--- config.mk ---
export PLATFORM = sky130hd
export DESIGN_NAME = greyptr_wr_ctrl_flat
export DESIGN_NICKNAME = d
export VERILOG_FILES = /design/src/rtl/fifo_ptr_pkg.sv /design/src/rtl/greyptr_wr_ctrl_if.sv /design/src/rtl/greyptr_reg.sv /design/src/rtl/greyptr_wr_ctrl.sv /design/src/flat_wrapper.sv
export SDC_FILE = /design/constraint.sdc
export NUM_CORES = 1
export LEC_CHECK = 0
export ABC_CLOCK_PERIOD_IN_PS = 1900
export CORE_MARGIN = 5
export CORE_UTILIZATION = 41
export CTS_CLUSTER_SIZE = 28
export DETAILED_ROUTE_END_ITERATION = 16
export HOLD_SLACK_MARGIN = 0.06
export PLACE_DENSITY = 0.76
export SLEW_MARGIN = 0
export SYNTH_ARGS = -nofsm -noshare
export SYNTH_HDL_FRONTEND = slang
export SYNTH_HIERARCHICAL = 1
export SYNTH_SLANG_ARGS = --single-unit
--- constraint.sdc ---
create_clock -name clk_src -period 1.9 [get_ports clk_src]
set_input_delay 0.475 -clock clk_src [delete_from_list [all_inputs] [get_ports clk_src]]
set_output_delay 0.475 -clock clk_src [all_outputs]
set_load 0.1 [all_outputs]
--- src/rtl/fifo_ptr_pkg.sv ---
// Gray/binary pointer conversions shared by the write- and read-side FIFO pointer controllers.
// Both work on zero-extended words, so any pointer width up to PTR_MAX_W is handled by casting.
package fifo_ptr_pkg;

    localparam int PTR_MAX_W = 32;

    typedef logic [PTR_MAX_W-1:0] ptr_word_t;

    function automatic ptr_word_t bin2grey(input ptr_word_t b);
        return b ^ (b >> 1);
    endfunction

    // Prefix XOR from the MSB down; zero upper bits leave the result exact for narrower pointers.
    function automatic ptr_word_t grey2bin(input ptr_word_t g);
        ptr_word_t b;
        b[PTR_MAX_W-1] = g[PTR_MAX_W-1];
        for (int i = PTR_MAX_W - 2; i >= 0; i--) begin
            b[i] = b[i+1] ^ g[i];
        end
        return b;
    endfunction

endpackage

--- src/rtl/greyptr_wr_ctrl_if.sv ---
// Write-side FIFO pointer bus between the write requester (master) and the pointer controller (slave).
// Handshake: wr_req is a request held by the master; the slave accepts it in the same cycle by raising
// wr_en combinationally, and a request seen while full is dropped and reported on overflow next cycle.
interface greyptr_wr_ctrl_if #(
    parameter int ADDRWIDTH = 4
);
    logic                 wr_req;
    logic [ADDRWIDTH:0]   rd_ptr_grey_sync;
    logic                 wr_en;
    logic [ADDRWIDTH-1:0] wr_addr;
    logic [ADDRWIDTH:0]   wr_ptr_grey;
    logic                 full;
    logic                 afull;
    logic [ADDRWIDTH:0]   wr_level;
    logic                 overflow;

    modport master (
        output wr_req, rd_ptr_grey_sync,
        input  wr_en, wr_addr, wr_ptr_grey, full, afull, wr_level, overflow
    );

    modport slave (
        input  wr_req, rd_ptr_grey_sync,
        output wr_en, wr_addr, wr_ptr_grey, full, afull, wr_level, overflow
    );
endinterface

--- src/rtl/greyptr_reg.sv ---
// Binary + Gray pointer register pair with increment; the Gray copy is always flop-driven so it can
// cross clock domains one bit at a time.
module greyptr_reg
    import fifo_ptr_pkg::*;
#(
    parameter int W = 5
) (
    input  logic         clk,
    input  logic         rst,
    input  logic         i_inc,
    output logic [W-2:0] o_addr,
    output logic [W-1:0] o_grey,
    output logic [W-1:0] o_bin_next,
    output logic [W-1:0] o_grey_next
);

    logic [W-1:0] r_bin;
    logic [W-1:0] r_grey;

    assign o_bin_next  = r_bin + {{(W-1){1'b0}}, i_inc};
    assign o_grey_next = W'(bin2grey(PTR_MAX_W'(o_bin_next)));

    always_ff @(posedge clk or posedge rst) begin
        if (rst) begin
            r_bin  <= '0;
            r_grey <= '0;
        end else begin
            r_bin  <= o_bin_next;
            r_grey <= o_grey_next;
        end
    end

    assign o_addr = r_bin[W-2:0];
    assign o_grey = r_grey;

endmodule

--- src/rtl/greyptr_wr_ctrl.sv ---
// Write-side pointer controller of the dual-clock FIFO: RAM write strobe/address, Gray write pointer
// toward the read domain, and full / almost-full / level flags derived from the synchronized read pointer.
module greyptr_wr_ctrl
    import fifo_ptr_pkg::*;
#(
    parameter int ADDRWIDTH    = 4,
    parameter int AFULL_THRESH = 12
) (
    input  logic               clk_src,
    input  logic               rst_src,
    greyptr_wr_ctrl_if.slave   bus
);

    localparam int PW = ADDRWIDTH + 1;

    logic                 w_wr_en;
    logic [ADDRWIDTH-1:0] w_addr;
    logic [PW-1:0]        w_grey;
    logic [PW-1:0]        w_bin_next;
    logic [PW-1:0]        w_grey_next;
    logic [PW-1:0]        w_rd_bin;
    logic [PW-1:0]        w_full_match;
    logic [PW-1:0]        w_level_next;
    logic                 w_full_next;
    logic                 w_afull_next;

    logic                 r_full;
    logic                 r_afull;
    logic [PW-1:0]        r_level;
    logic                 r_overflow;

    assign w_wr_en = bus.wr_req & ~r_full;

    greyptr_reg #(
        .W (PW)
    ) u_wr_ptr (
        .clk         (clk_src),
        .rst         (rst_src),
        .i_inc       (w_wr_en),
        .o_addr      (w_addr),
        .o_grey      (w_grey),
        .o_bin_next  (w_bin_next),
        .o_grey_next (w_grey_next)
    );

    // Full when the write pointer is one lap ahead: in Gray that is the top two bits inverted.
    assign w_rd_bin     = PW'(grey2bin(PTR_MAX_W'(bus.rd_ptr_grey_sync)));
    assign w_full_match = {~bus.rd_ptr_grey_sync[PW-1:PW-2], bus.rd_ptr_grey_sync[PW-3:0]};
    assign w_full_next  = (w_grey_next == w_full_match);
    assign w_level_next = w_bin_next - w_rd_bin;
    assign w_afull_next = (w_level_next >= PW'(AFULL_THRESH));

    always_ff @(posedge clk_src or posedge rst_src) begin
        if (rst_src) begin
            r_full     <= 1'b0;
            r_afull    <= 1'b0;
            r_level    <= '0;
            r_overflow <= 1'b0;
        end else begin
            r_full     <= w_full_next;
            r_afull    <= w_afull_next;
            r_level    <= w_level_next;
            r_overflow <= bus.wr_req & r_full;
        end
    end

    assign bus.wr_en       = w_wr_en;
    assign bus.wr_addr     = w_addr;
    assign bus.wr_ptr_grey = w_grey;
    assign bus.full        = r_full;
    assign bus.afull       = r_afull;
    assign bus.wr_level    = r_level;
    assign bus.overflow    = r_overflow;

endmodule

--- src/flat_wrapper.sv ---
// flat-port wrapper written by rule: the top's interface ports become plain ports
module greyptr_wr_ctrl_flat import fifo_ptr_pkg::*;
#(
    parameter int ADDRWIDTH    = 4,
    parameter int AFULL_THRESH = 12
)
  (clk_src, rst_src, bus_wr_req, bus_rd_ptr_grey_sync, bus_wr_en, bus_wr_addr, bus_wr_ptr_grey, bus_full, bus_afull, bus_wr_level, bus_overflow);
  greyptr_wr_ctrl_if #(.ADDRWIDTH(ADDRWIDTH)) bus_i ();
  input  logic clk_src;
  input  logic rst_src;
  input wire logic [$bits(bus_i.wr_req)-1:0] bus_wr_req;
  input wire logic [$bits(bus_i.rd_ptr_grey_sync)-1:0] bus_rd_ptr_grey_sync;
  output wire logic [$bits(bus_i.wr_en)-1:0] bus_wr_en;
  output wire logic [$bits(bus_i.wr_addr)-1:0] bus_wr_addr;
  output wire logic [$bits(bus_i.wr_ptr_grey)-1:0] bus_wr_ptr_grey;
  output wire logic [$bits(bus_i.full)-1:0] bus_full;
  output wire logic [$bits(bus_i.afull)-1:0] bus_afull;
  output wire logic [$bits(bus_i.wr_level)-1:0] bus_wr_level;
  output wire logic [$bits(bus_i.overflow)-1:0] bus_overflow;
  assign bus_i.wr_req = bus_wr_req;
  assign bus_i.rd_ptr_grey_sync = bus_rd_ptr_grey_sync;
  assign bus_wr_en = bus_i.wr_en;
  assign bus_wr_addr = bus_i.wr_addr;
  assign bus_wr_ptr_grey = bus_i.wr_ptr_grey;
  assign bus_full = bus_i.full;
  assign bus_afull = bus_i.afull;
  assign bus_wr_level = bus_i.wr_level;
  assign bus_overflow = bus_i.overflow;
  greyptr_wr_ctrl #(.ADDRWIDTH(ADDRWIDTH), .AFULL_THRESH(AFULL_THRESH)) u_core (.clk_src(clk_src), .rst_src(rst_src), .bus(bus_i));
endmodule
After elaboration in Yosys (flattened, before gate mapping) --
Index checks and enable logic that the tools add are counted.
Storage, ports and cells: bits in registers 18, input port bits 8, output and inout bits 18, logic and storage cells 19
Operators by class: add/subtract/negate cells 2, magnitude comparators 1, equality and inequality tests 1, bitwise logic cells 9
Operator list (number):
- adder 5 x 1 -> 5 bit | 1
- equality test 5 bit | 1
- >= comparator 5 x 4 -> 1 bit (second input constant) | 1
- subtractor 5 bit | 1
- XOR 5 x 4 -> 5 bit | 1
- XOR 1 bit | 4
- bitwise AND 1 bit | 2
- inverter 2 bit | 1
- inverter 1 bit | 1

Longest topological paths before layout --
depth after elaboration 6, gate-level depth with buffers 10, gate-level depth less buffers 10

Cells and area by module --
The synthesis kept the hierarchy.
By module, submodules not included:
- greyptr_wr_ctrl | times used 1, cells an instance 52, area each 536.8 µm², seq. area each 200.2 µm²
- greyptr_reg | times used 1, cells an instance 28, area each 380.4 µm², seq. area each 225.2 µm²

Worst setup path before layout --
Ideal clock, no wire load.
path kind flip-flop to flip-flop, start point reg u_core.r_full (netlist: u_core/bus.full), end point reg u_core.r_afull (netlist: u_core/bus.afull), setup time 0.127 ns, arrival 3.959 ns, required time 1.773 ns, setup slack -2.186 ns, stages on the path, launching flop included 10, path buffers 0, period minus slack after synthesis 4.086 ns, path through dfrtp_1 -> nor2b_1 -> ha_1 -> ha_1 -> inv_1 -> fa_1 -> nand2b_1 -> a21oi_1 -> xnor2_1 -> nand3b_1
On the way: cells in the longest elaborated chain, start to end 5
Ends and longest elaborated chain:
- from (decl) | RTL line greyptr_wr_ctrl.sv:27 | logic r_full;
- from (signal assigned) | RTL line greyptr_wr_ctrl.sv:60 | r_full <= w_full_next;
- inverter 1 bit | RTL line greyptr_wr_ctrl.sv:32 | assign w_wr_en = bus.wr_req & ~r_full;
- bitwise AND 1 bit | RTL line greyptr_wr_ctrl.sv:32
- via bus_wr_en | RTL line flat_wrapper.sv:13 | output wire logic [$bits(bus_i.wr_en)-1:0] bus_wr_en;
- adder 5 x 1 -> 5 bit | RTL line greyptr_reg.sv:20 | assign o_bin_next = r_bin + {{(W-1){1'b0}}, i_inc};
- via u_core.w_bin_next[1] | RTL line greyptr_wr_ctrl.sv:19 | logic [PW-1:0] w_bin_next;
- subtractor 5 bit | RTL line greyptr_wr_ctrl.sv:50 | assign w_level_next = w_bin_next - w_rd_bin;
- via u_core.w_level_next[4] | RTL line greyptr_wr_ctrl.sv:23 | logic [PW-1:0] w_level_next;
- >= comparator 5 x 4 -> 1 bit | RTL line greyptr_wr_ctrl.sv:51 | assign w_afull_next = (w_level_next >= PW'(AFULL_THRESH));
- via u_core.w_afull_next | RTL line greyptr_wr_ctrl.sv:25 | logic w_afull_next;
- to (signal assigned) | RTL line greyptr_wr_ctrl.sv:61 | r_afull <= w_afull_next;
- to (decl) | RTL line greyptr_wr_ctrl.sv:28 | logic r_afull;
The timed path passes the listed nets, and every way through them passes these cells.

Worst setup path after layout --
start point in bus_rd_ptr_grey_sync[3], end point reg u_core.r_afull (netlist: u_core/bus.afull)
On the way: cells in the longest elaborated chain, start to end 6
Ends and longest elaborated chain:
- from (decl) | RTL line flat_wrapper.sv:12 | input wire logic [$bits(bus_i.rd_ptr_grey_sync)-1:0] bus_rd_ptr_grey_sync;
- XOR 1 bit * | RTL line fifo_ptr_pkg.sv:18 | b[i] = b[i+1] ^ g[i];
- XOR 1 bit (3 in a row) | RTL line fifo_ptr_pkg.sv:18
- subtractor 5 bit * | RTL line greyptr_wr_ctrl.sv:50
- via u_core.w_level_next[4] | RTL line greyptr_wr_ctrl.sv:23
- >= comparator 5 x 4 -> 1 bit * | RTL line greyptr_wr_ctrl.sv:51
- via u_core.w_afull_next | RTL line greyptr_wr_ctrl.sv:25
The timed path passes the listed nets; every way through them passes the cells marked *.

==> flow_summary.json <==
{
  "reg2reg_depth": 9,
  "drc_errors": 0,
  "die_h_um": 57.30,
  "cpPeakStageDelay_ps": 370,
  "cts.sinks": 17,
  "ant_nets": 0,
  "postSynthCellCount": 80,
  "path_cells": "buf_8, xnor2_4, xor2_2, xor2_2, xnor2_2, ha_2, fa_2, nand2b_4, a21oi_4, xnor2_2, nand3b_1",
  "rows": 17,
  "grt_pass1_wl_mm": 4.416,
  "coreArea_sq_um": 2170,
  "hold_path.class": "in2async",
  "drive_gt1_share_pct": 61.11,
  "first_pass_iters": 5,
  "grt_max_degree": 10,
  "start_util_pct": 42.27,
  "hold_violations": 0,
  "drv_cap": 0,
  "grt_pass1_vias": 917,
  "pin_count": 26,
  "final-setup-viol-count": 5,
  "post_drt_wl_per_cell_um": 16.40,
  "r2r_end": "u_core/bus.afull",
  "cts.clk_slew.worst_paths_ps": 80,
  "drtIter0Drc": 13,
  "placedCellCount": 156,
  "synth-async-reset-ratio_pct": 100.0,
  "antenna_found_initial": 0,
  "fin_crit_sh_pct": 122.1,
  "final_util_pct": 87.31,
  "final_max_slew_viol_count": 0,
  "ys.warnings.count": 6,
  "rsz0062_at_grt": "true",
  "post-dp-hpwl_mm": 1.882,
  "tritoncts": "built",
  "crit_fanout": 3,
  "reg2reg_from": "u_core/bus.full",
  "synth_edf_count": 0,
  "holdBufCountCts": 0,
  "dp_slack_ps": -1117,
  "yosysSeqAreaShare_pct": 46.38,
  "layout.cells.non_filler": 172,
  "timing_worst_setup_path_type": "in2reg",
  "violations": "setup timing",
  "track_usage_pct": 18.22,
  "synth_cell_types": 24,
  "die_area_sq_um": 3283,
  "place.gp.congestion": 0.7547,
  "viasPerCell": 4.826,
  "crit_slowest_cell": "fa_2",
  "outcome": "finished, violations left",
  "port_buffers": 25,
  "finish.net_count": 160,
  "synth_seq_cells": 17,
  "syn-num-nets": 95,
  "htreeDepth": 1,
  "required_ps": 2080,
  "layout_setup_ws_ps": -419.8,
  "relSlewSlack_pct": 75.38,
  "synth_ff_type": "dfrtp_1",
  "clock_skew_ps": 11.55,
  "overflow": 0,
  "synth.cell_area_sq_um": 917.1,
  "wl_mm": 2.821,
  "fmax_mhz": 431.1,
  "diodes": 0,
  "area_growth_pct": 106.5,
  "tightestPinTransition_ps": 369.3,
  "clkLatencyLatePin_ps": 300,
  "cp-start-kind": "input port",
  "worst-path-buf-inv": 1,
  "clk_path_buf_depth": 2,
  "numCtsBuffers": 3,
  "synth_area_per_cell_sq_um": 11.46,
  "end_kind": "register",
  "root_buffer": "clkbuf_4",
  "vias": 830,
  "rrSetupSlack_ps": -310,
  "critPathTopFamily": "XOR/XNOR gates",
  "min_period_ps": 2320,
  "crit_arrival_ps": 2500,
  "die_x_um": 57.30
}
-- what timing repair did --
item                                    in CTS  in global routing
setup buffers                                6                  6
resized for setup                           24                  5
gates cloned                                 0                  0
endpoints found under the setup margin      10                  6
pin swaps                                   15                  7
-- worst reg2reg max path: stages (launching register included) --
cell	delay, ps
dfrtp_4	500
nor2b_4	150
ha_4	180
nand3_2	130
xnor2_2	270
ha_4	250
nor2_1	220
a21oi_4	70
xnor2_2	160
nand3b_1	170
-- cells in the final DEF (no fill, tap or decap), types with 2 or more instances in the layout --
cell,Yosys,layout
inv_2,0,2
clkbuf_4,0,3
xor2_2,2,4
xnor2_1,8,3
xor2_1,10,7
dfrtp_1,17,16
clkdlybuf4s15_1,0,2
buf_6,0,3
nand2_1,3,3
buf_4,1,34
xnor2_2,1,5
inv_1,9,7
ha_4,0,5
nor2_1,4,4
nand3_2,0,2
buf_12,0,18
clkdlybuf4s50_1,0,2
-- metal layers --
metal  up-vias  track usage [%]  share of wire (%)
met5         -                0                  0
met4         0            5.629                3.2
met3        14            3.167                4.9
met2        36            35.73                 54
met1       399            19.48                 37
li1        381                -                  -
-- synthesized netlist by cell type, types with 2 or more instances --
library cell | instances | area (sq um)
nand2b_1 | 2 | 12.51
xor2_2 | 2 | 32.53
ha_1 | 6 | 75.07
xor2_1 | 10 | 87.58
nor2_1 | 4 | 15.01
nand2_1 | 3 | 11.26
a21oi_1 | 2 | 10.01
dfrtp_1 | 17 | 425.4
nand3_1 | 3 | 15.01
inv_1 | 9 | 33.78
xnor2_1 | 8 | 70.07
nor3_1 | 2 | 10.01
-- layout make-up --
type / instances / area, sq um
Clock buffer: 4 / 26.28
Inverter: 9 / 33.78
Fill cell: 102 / 275.3
Sequential cell: 17 / 429.2
Multi-Input combinational cell: 53 / 656.9
Timing Repair Buffer: 61 / 713.2
Tap cell: 28 / 35.03
-- registers in the layout, summed over array words and instances, names as in the netlist --
signal	flops
u_core/bus.wr_level	5
u_core/u_wr_ptr/r_bin	5
u_core/u_wr_ptr/o_grey	4
u_core/bus.afull	1
u_core/bus.full	1
u_core/bus.overflow	1
-- how the worst max path moves through the flow --
stage / start / slack (ps) / cells after the start / endpoint
after CTS: bus_rd_ptr_grey_sync[3] / -360 / 11 / u_core/bus.afull
after global placement: bus_rd_ptr_grey_sync[4] / -950 / 11 / u_core/bus.afull
after detailed placement: bus_rd_ptr_grey_sync[4] / -1120 / 11 / u_core/bus.afull
after global routing: bus_rd_ptr_grey_sync[3] / -480 / 11 / u_core/bus.afull
final: bus_rd_ptr_grey_sync[3] / -420 / 11 / u_core/bus.afull
after floorplan: u_core/bus.full / -760 / 9 / u_core/bus.afull
-- stage by stage --
stage	TNS, ps	hold slack (ps)	area [sq um]
after floorplan	-4586	290.7	1042
after global placement	-5419	572.8	1680
after detailed placement	-6604	588.1	1680
after CTS	-910.4	484.3	1814
after global routing	-1553	499.7	1894
final	-1230	474.2	1894
-- logic make-up (layout without fill, tap and decap cells) --
family | count (synthesis) | count (layout) | synth area share (%)
compound gates | 6 | 6 | 5.321
xor+xnor | 21 | 21 | 22.51
fa+ha+maj | 7 | 7 | 10.37
buf+inv | 10 | 74 | 4.502
flops | 17 | 17 | 46.38
mux | 1 | 1 | 1.091
simple gates | 18 | 18 | 9.823
Power is left out: the tool's default activity adds up to more than one toggle a clock period on the data nets, which glitch-free logic cannot reach.
